File: src/rtl/mem_arb_1i1d.sv
// Two-requester memory arbiter: round-robin request grant with a stall lock,
// and in-order response routing driven by a FIFO of issuing-port IDs.
//
// state    | meaning
// ST_OPEN  | no stalled request; grant follows the priority pointer
// ST_LOCK0 | port 0 request stalled downstream; grant pinned to port 0
// ST_LOCK1 | port 1 request stalled downstream; grant pinned to port 1
module mem_arb_1i1d #(
  parameter int p_nbits        = 32,
  parameter int p_max_inflight = 4,
  localparam int REQW  = p_nbits + $clog2(p_nbits/8) + 44,
  localparam int RESPW = p_nbits + $clog2(p_nbits/8) + 14,
  localparam int PW    = $clog2(p_max_inflight),
  localparam int IW    = PW + 1
) (
  input  logic             clk,
  input  logic             reset,
  input  logic             req0_val,
  output logic             req0_rdy,
  input  logic [REQW-1:0]  req0_msg,
  output logic             resp0_val,
  input  logic             resp0_rdy,
  output logic [RESPW-1:0] resp0_msg,
  input  logic             req1_val,
  output logic             req1_rdy,
  input  logic [REQW-1:0]  req1_msg,
  output logic             resp1_val,
  input  logic             resp1_rdy,
  output logic [RESPW-1:0] resp1_msg,
  output logic             memreq_val,
  input  logic             memreq_rdy,
  output logic [REQW-1:0]  memreq_msg,
  input  logic             memresp_val,
  output logic             memresp_rdy,
  input  logic [RESPW-1:0] memresp_msg,
  output logic [IW-1:0]    inflight
);

  typedef enum logic [1:0] {
    ST_OPEN  = 2'd0,
    ST_LOCK0 = 2'd1,
    ST_LOCK1 = 2'd2
  } lock_e;

  lock_e          state_q, state_d;
  logic           prio_q, prio_d;
  logic           ids_q [p_max_inflight];
  logic [PW-1:0]  wptr_q, rptr_q;
  logic [IW-1:0]  cnt_q;

  logic [1:0] req_val;
  logic       gnt, gnt_any;
  logic       full, empty, head;
  logic       push, pop;

  assign req_val = {req1_val, req0_val};
  assign full    = (cnt_q == IW'(p_max_inflight));
  assign empty   = (cnt_q == '0);
  assign head    = ids_q[rptr_q];

  always_comb begin
    gnt     = 1'b0;
    gnt_any = 1'b0;
    state_d = state_q;
    prio_d  = prio_q;
    unique case (state_q)
      ST_LOCK0: begin
        gnt     = 1'b0;
        gnt_any = 1'b1;
      end
      ST_LOCK1: begin
        gnt     = 1'b1;
        gnt_any = 1'b1;
      end
      default: begin
        if (req_val[prio_q]) begin
          gnt     = prio_q;
          gnt_any = 1'b1;
        end else if (req_val[~prio_q]) begin
          gnt     = ~prio_q;
          gnt_any = 1'b1;
        end
      end
    endcase

    memreq_val = gnt_any & req_val[gnt] & ~full;
    memreq_msg = (gnt_any & gnt) ? req1_msg : req0_msg;
    req0_rdy   = gnt_any & ~gnt & memreq_rdy & ~full;
    req1_rdy   = gnt_any &  gnt & memreq_rdy & ~full;
    push       = memreq_val & memreq_rdy;

    // A stalled request pins the grant until it is accepted.
    if (push) begin
      state_d = ST_OPEN;
      prio_d  = ~gnt;
    end else if (memreq_val) begin
      state_d = gnt ? ST_LOCK1 : ST_LOCK0;
    end
  end

  // Response side depends only on registered FIFO state, never on memreq_*.
  assign resp0_val   = memresp_val & ~empty & ~head;
  assign resp1_val   = memresp_val & ~empty &  head;
  assign memresp_rdy = ~empty & (head ? resp1_rdy : resp0_rdy);
  assign pop         = memresp_val & memresp_rdy;
  assign resp0_msg   = memresp_msg;
  assign resp1_msg   = memresp_msg;
  assign inflight    = cnt_q;

  always_ff @(posedge clk) begin
    if (reset) begin
      state_q <= ST_OPEN;
      prio_q  <= 1'b0;
      wptr_q  <= '0;
      rptr_q  <= '0;
      cnt_q   <= '0;
    end else begin
      state_q <= state_d;
      prio_q  <= prio_d;
      if (push) wptr_q <= wptr_q + PW'(1);
      if (pop)  rptr_q <= rptr_q + PW'(1);
      cnt_q <= cnt_q + IW'(push) - IW'(pop);
    end
  end

  always_ff @(posedge clk) begin
    if (push) ids_q[wptr_q] <= gnt;
  end

endmodule

File: config.mk
export PLATFORM = sky130hd
export DESIGN_NAME = mem_arb_1i1d
export DESIGN_NICKNAME = d
export VERILOG_FILES = /design/src/rtl/mem_arb_1i1d.sv
export SDC_FILE = /design/constraint.sdc
export NUM_CORES = 1
export LEC_CHECK = 0
export CELL_PAD_IN_SITES_DETAIL_PLACEMENT = 1
export CELL_PAD_IN_SITES_GLOBAL_PLACEMENT = 1
export CORE_AREA = 2 2 152 154
export DETAILED_ROUTE_END_ITERATION = 6
export DIE_AREA = 0 0 154 156
export PLACE_DENSITY_LB_ADDON = 0.1
export RECOVER_POWER = 100
export SYNTH_ARGS = -nofsm -noshare
export SYNTH_HDL_FRONTEND = slang
export SYNTH_SLANG_ARGS = --single-unit
export TNS_END_PERCENT = 50
File: constraint.sdc
create_clock -name clk -period 2.5 [get_ports clk]
set_input_delay 0.375 -clock clk [delete_from_list [all_inputs] [get_ports clk]]
set_output_delay 0.375 -clock clk [all_outputs]
set_load 0.03 [all_outputs]
# Yosys cells after proc, flatten, opt, wreduce, memory -nomap -nowiden
# Memories as Yosys holds them, arrays and structs flattened. A register that Yosys moved wholly into a read port is not among the register bits.
# Index checks and enable logic that the tools add are counted.
# totals
register_bits,10
ramBits,4
in_bits,212
output_inout_bits,183
word_cells,57
mem_count,1
# classes
n_addsub,4
n_lt_le_gt_ge,3
n_eq_ne,3
mux,19
n_bitwise,19
n_reduce_logical,3
# mem_list
memory,words,word_bits,read_ports,rd_clocked_by_memory_dff,wr,line_no,text
ids_q,4,1,1,1,1,47,logic ids_q [p_max_inflight];
# op_table
operator,count
2-to-1 mux 78 bit,1
AND 1 bit,14
2-to-1 mux 1 bit,14
"< comparator 1 x 2 -> 1 bit, second input constant",3
2-to-1 mux 2 bit,3
NOT 1 bit,5
"adder 2 x 1 -> 2 bit, second input constant",2
OR reduction 2 bit,2
adder 3 x 1 -> 3 bit,1
"equality test 3 bit, second input constant",1
logical NOT 3 bit,1
subtractor 3 x 1 -> 3 bit,1
"equality test 2 x 1 -> 1 bit, second input constant",1
"equality test 2 bit, second input constant",1
one-hot mux 1 bit (2 select lines),1

# Depth between registers and ports, before layout
# Gate-level depths: netlist of run 1.
# logic_depth
depth_word,13
mapped_depth,14
mapped_depth_nobuf,14

# Worst setup path after synthesis of run 1
# No wires, ideal clock.
# synth_timing
kind,register to register
from,register state_q[0]
to,"register cnt_q[2], in the netlist inflight[2]"
setup_ns,0.115
arrival_time_ns,2.598
slack_ns,-0.213
stages_incl_launch_ff,15
path_buffers,0
path_cell_list,dfxtp_1 inv_1 ha_1 mux2_1 o211ai_1 nor2_1 inv_2 ha_1 inv_1 ha_1 inv_1 fa_1 xor2_1 xnor2_1 nor2_1
# synth_via
elab_chain_cells,9
elab_cells_between_ends,12
cone_classes,add/sub (2); eq/ne (2); mux (4); bitwise (3); reduce/logical (1)
# synth_lines
element,line_no,text
from (decl),45,"lock_e state_q, state_d;"
from (signal assigned),118,state_q <= state_d;
equality test 2 bit or equality test 2 x 1 -> 1 bit (tied branches),66,unique case (state_q)
one-hot mux 1 bit (2 select lines),66,
2-to-1 mux 1 bit (implied by the code) (2 in a row),86,memreq_val = gnt_any & req_val[gnt] & ~full;
AND 1 bit (*) (2 in a row),86,
AND 1 bit (*),90,push = memreq_val & memreq_rdy;
adder 3 x 1 -> 3 bit (*),122,cnt_q <= cnt_q + IW'(push) - IW'(pop);
subtractor 3 x 1 -> 3 bit (*),122,
to (signal assigned),122,
to (decl),49,logic [IW-1:0] cnt_q;
# Every way passes the cells marked *; elsewhere a longest branch is shown, timed or not. The select of a mux whose other input is x is not followed.
# A chain may end at the register's enable or synchronous reset.

# Worst setup path after layout of run 1
# layout_timing
from,register state_q[0]
to,output memreq_msg[15]
# layout_via
elab_chain_cells,5
elab_cells_between_ends,7
cone_classes,eq/ne (2); mux (3); bitwise (1); reduce/logical (1)
# layout_lines
element,line_no,text
equality test 2 bit or equality test 2 x 1 -> 1 bit (tied branches),66,
OR reduction 2 bit (no source line),-,
2-to-1 mux 1 bit,66,
AND 1 bit (*),87,memreq_msg = (gnt_any & gnt) ? req1_msg : req0_msg;
2-to-1 mux 78 bit (*),87,
to (decl),32,"output logic [REQW-1:0] memreq_msg,"
# Every way passes the cells marked *; elsewhere a longest branch is shown, timed or not.

==> reports/metrics.yaml, run 1 <==
pwr:
  swShare: 0.4038
  total_power_uw: 2814
  seq_power_share: 0.129
  power.density_mw_per_mm2: 510.9
  switchingPower_uw: 1136
  leakage_uw: 0.002290
  ir_worst_vdd_v: 0.0002174
  p_comb_frac: 0.759
  internal_power_uw: 1678
  clockPowerShare: 0.112
sta:
  max_slew_margin: 0.6810
  timing.final.crit_share: 1.037
  fmax_mhz: 385.6
  fin_skew_ps: 1.866
  layout_setup_ws_ps: -93.48
  final-hold-violation-count: 0
  worst_pin_slew_ps: 474.8
  fin_hold_ws_ps: 491.0
  setup_viol: 65
  slew_violations: 0
  min_period_ps: 2593
  rsz0062_at_grt: "yes"
synthesis:
  mappedNetlistArea_sq_mm: 0.002504
  synth_edf_count: 4
  synth_warnings: 0
  synthTopCellsByArea: "mux2_1 36%, buf_4 29%, dfxtp_1 9.6%, edfxtp_1 4.8%, ha_1 3.5%"
  synth_cell_types: 35
  async_reset_ff_frac: 0
  ys.flop_type: "dfxtp_1"
  avgSynthCellArea_sq_um: 9.307
  syn-instance-count: 269
  yosysSeqAreaShare: 0.1439
  syn-num-nets: 489
  synth_top_area_frac: 0.3643
  ys_ff_latch: 16
  yosysTopAreaCell: "mux2_1"
route:
  ant_nets: 0
  drtPass1Iterations: 4
  wl_um: 15590
  drt_iter0_drc: 68
  post_drt_wl_per_cell_um: 20.93
  drc_errors: 0
  viasPerCell: 3.498
  vias: 2606
clocking:
  cts_root_buf: "clkbuf_16"
  clock_latency_ps: 240
  clk_path_buf_depth: 2
  clock_sinks: 16
  cts_tree: "built"
  h-tree-depth: 1
  cts_buffers: 3
  clk_pin_slew_ps: 50
layout:
  area_growth_pct: 120.0
  fin_area_sq_mm: 0.005508
  final_net_count: 680
  nFillCells: 2541
  drive_gt1_frac: 0.4183
  final_cell_mix: "165 x clkdlybuf4s50_1, 54 x buf_6, 50 x mux2_4, 31 x mux2_1, 21 x buf_4"
  final_common_cell: "clkdlybuf4s50_1"
placement:
  gp_congestion: 0.8280
  port_buffers: 250
  pre_cts_ws_ps: -401.5
  postPlaceCellArea_sq_mm: 0.004760
  dp_hpwl_um: 13020
floorplan:
  initial_core_util: 0.1119
  rows: 55
  ios: 395
  die-area_sq_mm: 0.02402
  die_w_um: 154
  core_area_sq_mm: 0.02237
  die_h_um: 156
critical_path:
  critical_path_depth: 9
  worst-path-max-fanout: 8
  timing.rr.start: "state_q[0]"
  critPathLaunchType: "flop"
  setup.worst_path.start: "state_q[0]"
  critical-path-top-delay-family: "buffers and inverters"
  arrival_ps: 2220
  crit_path_cell_trace: "inv_2 > ha_4 > buf_4 > nand2_2 > o21ai_4 > buf_12 > clkbuf_16 > mux2_1 > clkdlybuf4s15_2"
  crit_slowest_cell: "dfxtp_2"
  critical_path_class: "reg2out"
  r2r_cells: 14
  crit_path_max_incr_delay_ps: 330
  path_buf_inv: 5
  required_ps: 2120
  end_kind: "output port"
grt:
  grt_overflow_total: 0
  grt_first_pass_wirelength_um: 20830
  grt_pass1_vias: 2838
  antenna_found_initial: 1
  grtUsageTotal: 0.1213
  grt_max_degree: 18
hold_path:
  min_path_type: "reg2reg"
  min_path_cells: 2
  hp-start: "rptr_q[1]"
status:
  violations: "setup timing"
  status: "finished, violations left"
flow_run:
  maxCapViolCount: 0
Yosys cell counts, types with 2 or more instances:
library cell  count
nor2_1            9
nand2_1           5
buf_4            96
nand2b_1          3
edfxtp_1          4
mux2_1           81
buf_2             9
inv_1             7
or3b_1            2
and2_1            5
dfxtp_1          12
a21oi_1           3
nor2b_1           5
ha_1              7
routing by layer:
metal | track usage | part of all wire
met1 | 0.1202 | 0.35
met2 | 0.2383 | 0.54
met3 | 0.04639 | 0.091
met4 | 0.02670 | 0.020
met5 | 0 | 0
power by group through the flow:
stage               Clock [uW]  Combinational (uW)  Sequential (uW)
global placement             0                1810              368
floorplan                    0                1160              403
detailed placement           0                1810              368
finish                     314                2140              363
global route               338                2260              372
CTS                        330                1940              364
stage by stage:
step / instances / utilization / setup TNS, ps
3_5_place_dp: 722 / 0.2128 / -19400
5_1_grt: 745 / 0.2463 / -9813
2_1_floorplan: 269 / - / -125.5
3_3_place_gp: 722 / 0.2128 / -17660
6_report: 745 / 0.2463 / -3141
4_1_cts: 733 / 0.2268 / -1581
worst register-to-register path, cell delays in order (launching register included):
cell,delay (ps)
dfxtp_2,330
inv_2,40
ha_4,290
mux2_4,300
o211ai_1,210
nor2_1,100
inv_2,90
ha_4,190
inv_2,60
ha_4,120
inv_2,30
fa_2,350
xor2_1,170
xnor2_1,140
nor2_1,50
cell families after synthesis:
family | after synthesis | synth area share
AND/OR/NAND/NOR | 35 | 0.07497
multiplexers | 84 | 0.3828
buffers and inverters | 114 | 0.3223
adder cells (fa/ha/maj) | 8 | 0.04298
AO/OA/AOI/OAI | 10 | 0.02599
flip-flops | 16 | 0.1439
XOR/XNOR | 2 | 0.006998
layout make-up:
cell class                      instances  area, sq um  area share
Tap cell                              285        356.6     0.06474
Antenna cell                            1        2.502   0.0004543
Timing Repair Buffer                  292         3083      0.5597
Clock buffer                            4        78.83     0.01431
Inverter                                8        30.03    0.005452
Multi-Input combinational cell        139         1595      0.2896
Sequential cell                        16        361.6     0.06565
worst paths after layout:
check	end	slack [ps]
worst max-delay path	memreq_msg[15]	-90
worst min-delay path	rptr_q[1]	490
worst max register to register	inflight[2]	-90
worst min register to register	rptr_q[1]	490
what timing repair did:
item | CTS | global route
hold buffers | 0 | 0
endpoints found under the setup margin | 76 | 82
resized for setup | 203 | 128
setup buffers | 5 | 10
gates cloned | 2 | 3
pin swaps | 6 | 1
Power figures use the tool's default switching activity.
==> run 2: changes to the inputs <==
Settings changed: CORE_AREA 2 2 152 154 to 2 2 154 156, DIE_AREA 0 0 154 156 to 0 0 156 158.
Clock period 2.5 ns to 2.9 ns, I/O delays scaled along.
==> reports/metrics.yaml, run 2 (synthesis results as in run 1) <==
grt:
  grt_first_pass_wirelength_um: 17730  # -15%
  grt_max_degree: 29  # +11
  antenna_found_initial: 2  # +1
  grtUsageTotal: 0.09990  # -0.02145
  grt_overflow_total: 0  # unchanged
  grt_pass1_vias: 2654  # -6.5%
clocking:
  clock_latency_ps: 250  # about the same
  cts_root_buf: "clkbuf_16"
  h-tree-depth: 1  # unchanged
  clock_sinks: 16  # unchanged
  cts_buffers: 3  # unchanged
  clk_pin_slew_ps: 50  # about the same
  post-cts-setup-buffers: 0  # -5
  cts_tree: "built"
  clk_path_buf_depth: 2  # unchanged
critical_path:
  worst-path-max-fanout: 28  # +20
  arrival_ps: 2300  # +80 ps
  critical_path_class: "reg2out"
  end_kind: "output port"
  required_ps: 2470  # +350 ps
  critPathLaunchType: "flop"
  rrSetupSlack_ps: 230  # +320 ps
floorplan:
  die_h_um: 158  # +1.3%
  initial_core_util: 0.1086  # -0.003336
  ios: 395  # unchanged
  rows: 56  # +1.8%
  die-area_sq_mm: 0.02465  # +2.6%
  die_w_um: 156  # +1.3%
  core_area_sq_mm: 0.02305  # +3.1%
sta:
  layout_setup_ws_ps: 168.7  # +262.2 ps
  rsz0062_at_grt: "no"
  final-hold-violation-count: 0  # unchanged
  worst_pin_slew_ps: 515.2  # +40.41 ps
  finalSetupTns_ps: 0  # +3141 ps
  timing.final.crit_share: 0.9418
  slew_violations: 0  # unchanged
  max_slew_margin: 0.6580  # -0.02304
  fmax_mhz: 366.1
  fin_hold_ws_ps: 457.1  # -33.95 ps
  min_period_ps: 2731
  setup_viol: 0  # -100%
  fin_skew_ps: 2.726  # +0.8598 ps
route:
  drt_iter0_drc: 52  # -24%
  drtPass1Iterations: 4  # unchanged
  ant_nets: 0  # unchanged
  vias: 2456  # -5.8%
  post_drt_wl_per_cell_um: 18.42  # -12%
  viasPerCell: 3.416  # -2.3%
  drc_errors: 0  # unchanged
  wl_um: 13240  # -15%
status:
  status: "finished clean"
layout:
  multiInputGateArea_sq_mm: 0.001360  # -15%
  area_growth_pct: 83.16
  stdcell_count: 719  # -3.5%
  regArea_sq_um: 361.6  # unchanged
  final_net_count: 649  # -4.6%
  drive_gt1_frac: 0.09346  # -0.3248
  final_cell_mix: "163 x clkdlybuf4s50_1, 81 x mux2_1, 40 x dlygate4sd2_1, 21 x clkbuf_1, 18 x buf_4"
  utilization: 0.1989  # -0.04734
  nFillCells: 2673  # +5.2%
  final_common_cell: "clkdlybuf4s50_1"
pwr:
  switchingPower_uw: 849.0  # -25%
  swShare: 0.4420  # +0.03822
  seq_power_share: 0.162  # +0.033
  ir_worst_vdd_v: 0.0002539  # +17%
  clockPowerShare: 0.143  # +0.031
  power.density_mw_per_mm2: 418.9  # -18%
  p_comb_frac: 0.695  # -0.064
  internal_power_uw: 1072  # -36%
  leakage_uw: 0.001773  # -23%
placement:
  port_buffers: 250  # unchanged
  placed_cells: 714  # -1.1%
  pre_cts_ws_ps: -110.9  # +290.6 ps
  dp_hpwl_um: 11930  # -8.3%
  gp_congestion: 0.7756  # -6.3%
hold_path:
  min_path_type: "reg2reg"
flow_run:
  maxCapViolCount: 0  # unchanged
-- run 2: changes by cell type in the layout (fill, tap and decap cells not counted), sizes merged --
cell / delta
clkdlybuf4s50: -2
buf: -78
clkinv: +1
dlygate4sd2: +36
dlygate4sd3: +6
clkdlybuf4s15: -18
inv: -1
clkbuf: +25
-- run 2: path summary, 6_finish.rpt --
| kind | startpoint | to | cells after the start |
|---|---|---|---|
| max | state_q[0] | memreq_msg[51] | 8 |
| min | state_q[0] | state_q[0] | 2 |
| max reg2reg | ids_q[3] | inflight[2] | 11 |
| min reg2reg | state_q[0] | state_q[0] | 2 |
-- run 2: layout make-up --
| cell class | count | area share |
|---|---|---|
| timing repair buffer | 261 | 0.5211 |
| multi-input combinational | 139 | 0.2966 |
| tap | 290 | 0.07913 |
| sequential | 16 | 0.07885 |
| clock buffer | 4 | 0.01719 |
| inverter | 8 | 0.006548 |
| antenna | 1 | 0.0005457 |
-- run 2: per-layer routing --
metal | share of wire | vias to the layer above | global-route usage | wire length [um]
met5 | 0.00091 | - | 0 | 12
met4 | 0.024 | 2 | 0.02403 | 317
met3 | 0.11 | 24 | 0.04407 | 1461
met2 | 0.53 | 153 | 0.2048 | 7080
met1 | 0.33 | 1144 | 0.08802 | 4368
li1 | - | 1133 | - | -
-- run 2: stage by stage --
step                instance area, sq um  total power [uW]
finish                              4586              1921
global route                        4586              2054
CTS                                 4664              2018
detailed placement                  4636              1783
global placement                    4636              1777
floorplan                           2504              1315
-- run 2: power by group through the flow --
stage	logic (uW)	registers [uW]	clock network [uW]
floorplan	973	342	0
global placement	1460	318	0
detailed placement	1470	318	0
CTS	1420	313	285
global route	1440	320	295
finish	1330	311	275
-- run 2: critical path, stage by stage (launching register included) --
cell,delay [ps]
dfxtp_2,320
inv_1,60
ha_4,290
nand2_1,90
o21ai_4,240
buf_12,230
buf_2,280
mux2_1,360
buf_4,170
-- run 2: what timing repair did --
item	4_1_cts	5_1_grt
resized for setup	40	6
hold buffers	0	0
setup endpoints to repair	40	18
pin swaps	0	4
==> run 3: changes to the inputs <==
--- a/constraint.sdc
+++ b/constraint.sdc
@@ -3,2 +3,2 @@
 set_output_delay 0.435 -clock clk [all_outputs]
-set_load 0.03 [all_outputs]
+set_load 0.02 [all_outputs]
==> reports/metrics.yaml, run 3 (synthesis results as in run 1) <==
floorplan:
  ios: 395  # unchanged
  die_w_um: 156  # unchanged
  initial_core_util: 0.1086  # unchanged
  rows: 56  # unchanged
  core_area_sq_mm: 0.02305  # unchanged
  die_h_um: 158  # unchanged
  die-area_sq_mm: 0.02465  # unchanged
flow_run:
  maxCapViolCount: 0  # unchanged
grt:
  grt_overflow_total: 0  # unchanged
  met3_usage: 0.05229  # +0.008212
  grt_pass1_vias: 2704  # +1.9%
  busiest_layer: "met2"
  antenna_found_initial: 2  # unchanged
  grt_max_degree: 35  # +21%
  grtUsageTotal: 0.1053  # +0.005453
  use_met2: 0.2113  # +0.006532
  use_met1: 0.09247  # +0.004450
  grt_first_pass_wirelength_um: 18730  # +5.7%
pwr:
  power.density_mw_per_mm2: 380.5  # -9.2%
  leakage_uw: 0.001872  # +5.5%
  ir_worst_vdd_v: 0.0001789  # -30%
route:
  drc_errors: 0  # unchanged
  drt_iter0_drc: 48  # -7.7%
  post_drt_wl_per_cell_um: 18.79  # +2.0%
  wl_um: 13530  # +2.2%
  viasPerCell: 3.400  # -0.46%
  vias: 2448  # -0.33%
  drtPass1Iterations: 3  # -1
  ant_nets: 0  # unchanged
clocking:
  clk_path_buf_depth: 2  # unchanged
  cts_tree: "built"
  clock_sinks: 16  # unchanged
  clock_latency_ps: 240  # about the same
  clk_pin_slew_ps: 50  # about the same
  cts_root_buf: "clkbuf_16"
  hold_buffers: 0  # unchanged
  h-tree-depth: 1  # unchanged
  cts_buffers: 3  # unchanged
critical_path:
  r2r_end: "inflight[2]"
  worst-path-max-fanout: 15  # -46%
  r2r_cells: 14  # +3
  timing.rr.start: "state_q[0]"
  rrSetupSlack_ps: 220  # about the same
  required_ps: 2470  # about the same
  setup.worst_path.start: "req0_val"
  arrival_ps: 2310  # about the same
  critical_path_class: "in2out"
  end_kind: "output port"
  critPathLaunchType: "input port"
  endpoint: "memreq_msg[46]"
sta:
  setup_viol: 0  # unchanged
  min_period_ps: 2740  # +9.068 ps
  max_slew_margin: 0.6723  # +0.01426
  slew_violations: 0  # unchanged
  final-hold-violation-count: 0  # unchanged
  fin_skew_ps: 0.8611  # -1.865 ps
  fmax_mhz: 364.9  # -0.33%
  rsz0062_at_grt: "no"
  worst_pin_slew_ps: 490.1  # -25.13 ps
  timing.final.crit_share: 0.9449  # +0.003127
layout:
  final_cell_mix: "163 x clkdlybuf4s50_1, 81 x mux2_1, 76 x dlygate4sd2_1, 12 x dfxtp_1, 9 x nor2_1"
  final_net_count: 650  # +0.15%
  fin_area_sq_mm: 0.004735  # +3.2%
  drive_gt1_frac: 0.05361  # -0.03984
  final_common_cell: "clkdlybuf4s50_1"
  stdcell_count: 720  # +0.14%
  area_growth_pct: 89.11
placement:
  port_buffers: 250  # unchanged
  postPlaceCellArea_sq_mm: 0.004686  # +1.1%
  gp_congestion: 0.7486  # -3.5%
  placed_cells: 712  # -0.28%
  dp_hpwl_um: 11980  # +0.44%
hold_path:
  min_path_type: "reg2reg"
status:
  status: "finished clean"
[run 3: worst min path at each step]
stage,endpoint,depth (start not counted),startpoint
after CTS,state_q[0],2,state_q[0]
after global routing,state_q[0],2,state_q[0]
after global placement,state_q[0],2,state_q[0]
after detailed placement,state_q[0],2,state_q[0]
after floorplan,state_q[0],2,state_q[0]
final,state_q[0],2,state_q[0]
[run 3: critical path, stage by stage]
cell	delay, ps
clkdlybuf4s50_1	420
nor2b_1	170
o21ai_4	250
bufbuf_16	350
mux2_1	320
dlygate4sd2_1	350
[run 3: report_power, final]
group          switching, uW  total, uW  internal (uW)
logic                    587       1220            632
registers               40.2        313            272
clock network           86.5        269            183
total                    713       1800           1090
[run 3: final cells by class]
class / count / area, sq um
Clock inverter: 1 / 3.754
Tap cell: 290 / 362.8
Inverter: 8 / 30.03
Clock buffer: 3 / 75.07
Antenna cell: 1 / 2.502
Multi-Input combinational cell: 139 / 1363
Fill cell: 2694 / 18320
Timing Repair Buffer: 262 / 2537
Sequential cell: 16 / 360.3
[run 3: per-stage QoR]
| stage | setup TNS, ps | total power (uW) | hold slack [ps] | worst slack [ps] | util |
|---|---|---|---|---|---|
| CTS | 0 | 1866 | 472.7 | 60.82 | 0.2052 |
| finish | 0 | 1801 | 461.9 | 159.7 | 0.2054 |
| global route | 0 | 1940 | 511.5 | 3.687 | 0.2054 |
| floorplan | 0 | 1123 | 433.8 | 192.9 | - |
| detailed placement | -8038 | 1652 | 465.5 | -146.3 | 0.2033 |
| global placement | -6013 | 1646 | 448.3 | -112.0 | 0.2033 |
[run 3: layer usage]
| metal | wire length (um) | up-vias |
|---|---|---|
| met5 | 13 | - |
| met4 | 315 | 2 |
| met1 | 4275 | 1133 |
| met2 | 7214 | 156 |
| li1 | - | 1135 |
| met3 | 1709 | 22 |
[run 3: what timing repair did]
item,in CTS,in global routing
setup buffers,1,1
cloned,1,0
setup endpoints to repair,76,37
resized for setup,78,6
pin swaps,1,4
endpoints found under the hold margin,0,0
